$ cat config.mk
export PLATFORM = sky130hd
export DESIGN_NAME = sdatopa
export DESIGN_NICKNAME = d
export VERILOG_FILES = /design/src/rtl/sdatopa.sv
export SDC_FILE = /design/constraint.sdc
export NUM_CORES = 1
export LEC_CHECK = 0
export ABC_AREA = 1
export BUFFER_PORTS_ARGS = -buffer_cell sky130_fd_sc_hd__buf_2
export CAP_MARGIN = 20
export CELL_PAD_IN_SITES_DETAIL_PLACEMENT = 0
export CELL_PAD_IN_SITES_GLOBAL_PLACEMENT = 1
export CORE_MARGIN = 3
export CORE_UTILIZATION = 41
export CTS_CLUSTER_DIAMETER = 100
export CTS_CLUSTER_SIZE = 12
export DETAILED_ROUTE_END_ITERATION = 8
export PLACE_DENSITY = 0.84
export SLEW_MARGIN = 10
export SYNTH_ARGS = -nofsm -noshare
export SYNTH_HDL_FRONTEND = slang
export SYNTH_SLANG_ARGS = --single-unit
$ cat constraint.sdc
create_clock -name sclk -period 2.1 [get_ports sclk]
set_clock_uncertainty 0.2 [all_clocks]
set_input_delay 0.42 -clock sclk [delete_from_list [all_inputs] [get_ports sclk]]
set_output_delay 0.42 -clock sclk [all_outputs]
set_load 0.05 [all_outputs]
$ cat src/rtl/sdatopa.sv
// sdatopa: serial-to-parallel receiver for the two-wire scl/sda link.
// Oversamples scl/sda on sclk, detects start/stop, shifts in a 4-bit
// MSB-first nibble and presents it with a one-cycle valid strobe.
// Optional macro SDATOPA_ONEHOT_EN builds the registered one-hot decode
// on outhigh; without it outhigh is tied to zero.
module sdatopa #(
   parameter int SYNC_STAGES = 2,
   parameter int TIMEOUT     = 1024
) (
   input  logic        sclk,
   input  logic        rst,
   input  logic        scl,
   input  logic        sda,
   output logic [3:0]  data,
   output logic        valid,
   output logic        frame_err,
   output logic        busy,
   output logic [15:0] outhigh
);

   typedef enum logic [1:0] {IDLE, BIT, WAIT_STOP} state_t;

   localparam logic [15:0] TO_LAST = 16'(TIMEOUT - 1);

   logic [SYNC_STAGES-1:0] scl_sync, sda_sync;
   logic                   scl_s, sda_s, scl_q, sda_q;
   logic                   scl_rise, scl_edge, start_ev, stop_ev;

   state_t      state, state_n;
   logic [2:0]  bcnt, bcnt_n;
   logic [3:0]  shreg, shreg_n, data_n;
   logic [15:0] tcnt, tcnt_n;
   logic        valid_n, err_n;

   assign scl_s = scl_sync[SYNC_STAGES-1];
   assign sda_s = sda_sync[SYNC_STAGES-1];

   // Synchronisers plus one delayed copy; reset to the idle bus level (high)
   always_ff @(posedge sclk) begin
      if (rst) begin
         scl_sync <= '1;
         sda_sync <= '1;
         scl_q    <= 1'b1;
         sda_q    <= 1'b1;
      end else begin
         scl_sync <= {scl_sync[SYNC_STAGES-2:0], scl};
         sda_sync <= {sda_sync[SYNC_STAGES-2:0], sda};
         scl_q    <= scl_s;
         sda_q    <= sda_s;
      end
   end

   // Start/stop need scl high in both samples, so an scl change always wins
   assign scl_rise = ~scl_q & scl_s;
   assign scl_edge = scl_q ^ scl_s;
   assign start_ev = scl_q & scl_s & sda_q & ~sda_s;
   assign stop_ev  = scl_q & scl_s & ~sda_q & sda_s;

   // Frame state machine: next state, shift register, timeout and strobes
   always_comb begin
      state_n = state;
      bcnt_n  = bcnt;
      shreg_n = shreg;
      tcnt_n  = tcnt;
      data_n  = data;
      valid_n = 1'b0;
      err_n   = 1'b0;
      case (state)
         IDLE: begin
            tcnt_n = '0;
            bcnt_n = '0;
            if (start_ev) begin
               state_n = BIT;
               shreg_n = '0;
            end
         end
         default: begin
            if (start_ev) begin
               // repeated start: restart the frame without flagging an error
               state_n = BIT;
               shreg_n = '0;
               bcnt_n  = '0;
               tcnt_n  = '0;
            end else if (stop_ev) begin
               state_n = IDLE;
               if (state == WAIT_STOP) begin
                  data_n  = shreg;
                  valid_n = 1'b1;
               end else begin
                  err_n = 1'b1;
               end
            end else if (scl_edge) begin
               tcnt_n = '0;
               // rises in WAIT_STOP are the transmitter's trailing bit
               if (scl_rise && state == BIT) begin
                  shreg_n = {shreg[2:0], sda_s};
                  bcnt_n  = bcnt + 3'd1;
                  if (bcnt == 3'd3) state_n = WAIT_STOP;
               end
            end else if (tcnt == TO_LAST) begin
               state_n = IDLE;
               err_n   = 1'b1;
            end else begin
               tcnt_n = tcnt + 16'd1;
            end
         end
      endcase
   end

   // State and output registers
   always_ff @(posedge sclk) begin
      if (rst) begin
         state     <= IDLE;
         bcnt      <= '0;
         shreg     <= '0;
         tcnt      <= '0;
         data      <= 4'h0;
         valid     <= 1'b0;
         frame_err <= 1'b0;
      end else begin
         state     <= state_n;
         bcnt      <= bcnt_n;
         shreg     <= shreg_n;
         tcnt      <= tcnt_n;
         data      <= data_n;
         valid     <= valid_n;
         frame_err <= err_n;
      end
   end

   assign busy = (state != IDLE);

`ifdef SDATOPA_ONEHOT_EN
   // One-hot decode, updated on the same edge as data
   always_ff @(posedge sclk) begin
      if (rst) outhigh <= 16'h0001;
      else     outhigh <= 16'h0001 << data_n;
   end
`else
   assign outhigh = 16'h0000;
`endif

endmodule

==> key figures <==
STA
  – Setup_tns: 0 ns
  – # setup viols final: 0
  – Fin crit share: 0.892
  – FMAX: 0.534 GHz
  – RSZ-0062 raised after global routing: no
  – Final Max Slew Viols: 0
  – Fin. Hold Viols: 0
  – Final Critical Period: 1.87 ns

Power
  – Leak: 0.994 nW
  – Internal power: between 0.0009 and 0.001 W
  – Net Sw Frac: 0.293
  – Net Sw Power: approximately 0.00040 W
  – Total power: around 0.0014 W
  – PD cells: 623 nW/um2
  – Logic pwr share: 0.107
  – Share of power burned in registers: 0.521
  – Peak supply drop: approximately 400 uV
  – Clk pwr share: 0.372

CTS
  – CTS sink count: 37
  – Post-CTS setup buffers: 0
  – Post-CTS resize count: 0
  – CTS tree: built
  – Root Driver: clkbuf_8
  – Worst skew pair latency: a little under 0.3 ns
  – Post-CTS Hold Buffers: 0
  – Total CTS buffers: 5
  – Clock slew at reported path FFs: roughly 0.08 ns
  – CTS H-tree lvls: 2
  – Clock Path Buffers: 2

Worst setup path
  – Crit path max fanout: 12
  – CP endpoint kind: flop
  – Arrival time at the worst endpoint: roughly 1.9 ns
  – FF-to-FF End: tcnt[5]
  – Worst EP required: roughly 2.1 ns
  – Worst setup SP type: flop
  – R2R Setup Slk: about 0.23 ns
  – Start of the worst register-to-register path: tcnt[1]
  – Kind of critical path: flop to flop
  – Setup crit start: tcnt[1]
  – Worst R2R Path Depth: 8

GRT
  – GRT met2 Usage: 0.241
  – Met3 usage: 0.0355
  – M1 GR Usage: 0.184
  – Global-route wire length before repair: 6930 um
  – Grt peak-use layer: met2
  – Initial antenna violation count: 0
  – Largest net degree at the start of global routing: 14
  – GRT overflow: 0
  – All-Layer GR Usage: 0.144
  – Vias in the first global route: around 1600

Synthesis
  – Post-synth top area cell: dfxtp_1
  – EDFF count, synth: 0
  – Most instantiated cells after synthesis: 69 x nand2_1, 49 x nor2_1, 37 x dfxtp_1
  – Syn avg cell area: just under 7 um2
  – Synth top area cells: dfxtp_1 36%, nand2_1 13%, nor2_1 9.0%
  – Warnings, synthesis: 0
  – Sequential area share after synthesis: 0.362
  – Post-Syn Area: 2040 um2
  – Most frequent cell after synthesis: nand2_1
  – Synth Register Bits: 37
  – Count of unique library cells instantiated by Yosys: 27
  – Synth top area share: 0.362
  – Synth Instances: 300
  – Top_reg_cell synth: dfxtp_1
  – Async set-reset flop share out of synthesis: 0

Floorplan
  – Die W: roughly 77 um
  – Site row count: 25
  – Die Height: 76.6 um
  – Die Area: 5870 um2
  – Boundary Pins: 27
  – Core ar.: approximately 4800 um2
  – Initial Util: 0.427

Run status
  – Outcome: complete, no violations

Hold path
  – Hold Path End: sda_sync[0]
  – Min-Delay Path Depth: 2
  – Hold Crit Class: input port to flop
  – Hold Crit Start: sda

Placement
  – PortBufs: 10
  – DP Cell Count: ~380
  – RD Place Congestion: about 0.78
  – Hpwl dp: ~3000 um

Cells and area
  – NumNets Final: between 300 and 400
  – # diodes: 0
  – Layout cells sized above 1: 0.170
  – Non-filler instance count after layout: ~380
  – Fillers: ~510
  – Area Overhead vs Synth: 7.59%

Drt
  – Antenna viol nets, final: 0
  – 1st-pass router iterations: 4
  – Residual DRC: 0
  – Via count: 1722
  – WL final: between 3000 and 4000 um
  – Drt wl/cell: ~10 um
  – DRT iter0 DRCs: 95
  – Routed vias/inst: 4.48

Flow run
  – Max cap viols: 0
-- worst max-delay path by stage --
stage                     endpoint  slack [ns]  cells past startpoint
final                      tcnt[5]        0.23                      8
after global routing       tcnt[6]        0.06                      8
after CTS                  tcnt[5]        0.13                      8
after detailed placement   tcnt[8]        0.15                      8
after global placement     tcnt[8]        0.13                      8
after floorplan            tcnt[0]        0.37                      8
-- worst max-delay path, stage by stage (launching register included) --
cell     delay, ns
dfxtp_1       0.37
ha_1          0.20
nand3_1       0.19
nor2_4        0.20
nand2_2       0.08
nand2_2       0.20
nand2_2       0.16
nand2_1       0.11
a21oi_2       0.05
-- state kept, by name (all words and copies together), names as in the netlist --
signal and count:
bcnt 3, data 4, frame_err 1, scl_q 1, scl_sync 2, sda_q 1
sda_sync 2, shreg 4, state 2, tcnt 16, valid 1
-- layout make-up --
type	instances	area [um2]	area share
Clock buffer	5	68.8	0.0313
Timing Repair Buffer	13	72.6	0.0330
Multi-Input combinational cell	219	1060	0.483
Inverter	40	150	0.0683
Sequential cell	37	741	0.337
Clock inverter	3	21.3	0.00967
Tap cell	67	83.8	0.0381
-- power groups by stage --
stage / clock [W] / combinational [W] / sequential, W
floorplan: 0 / 0.000150 / 0.000731
global placement: 0 / 0.000146 / 0.000732
detailed placement: 0 / 0.000146 / 0.000732
CTS: 0.000523 / 0.000146 / 0.000715
global route: 0.000557 / 0.000158 / 0.000716
finish: 0.000510 / 0.000146 / 0.000715
-- per-stage QoR --
stage	setup WS (ns)	cell area, um2	hold WS [ns]	util
after CTS	0.134	2200	0.103	0.459
after global routing	0.0567	2200	0.104	0.460
after detailed placement	0.154	2110	0.194	0.440
after global placement	0.134	2110	0.193	0.440
after floorplan	0.374	2100	0.189	-
final	0.227	2200	0.108	0.460
-- per-layer routing --
metal	part of all wire	wire length, um	up-vias
met3	0.038	149	6
li1	-	-	930
met2	0.46	1780	27
met4	0.0092	36	0
met1	0.50	1930	759
met5	0	0	-
-- kinds of logic (layout without fill, tap and decap cells) --
| family | after synthesis | in the layout | share of synthesized area |
|---|---|---|---|
| AOI/OAI and AO/OA | 27 | 27 | 0.0881 |
| other | 1 | 16 | 0.00183 |
| xor gates and xnor gates | 2 | 2 | 0.00857 |
| buffers and inverters | 59 | 61 | 0.147 |
| adders and majority gates | 5 | 5 | 0.0306 |
| and+or+nand+nor | 169 | 169 | 0.362 |
| DFF | 37 | 37 | 0.362 |
-- layout by cell type, fill, tap and decap left out, drive strengths merged --
cell type / Yosys / layout
dfxtp: 37 / 37
clkbuf: 0 / 5
xor2: 1 / 1
xnor2: 1 / 1
ha: 5 / 5
nand2: 72 / 72
nor2: 55 / 55
clkinvlp: 0 / 1
clkinv: 0 / 1
nand3: 32 / 32
o21bai: 2 / 2
inv: 40 / 41
nand4: 2 / 2
buf: 19 / 13
nor3: 2 / 2
a2bb2oi: 2 / 2
conb: 1 / 16
or2: 6 / 6
a21oi: 15 / 15
o21ai: 7 / 7
a22oi: 1 / 1
Note: power is estimated with default switching activity, not from simulation.
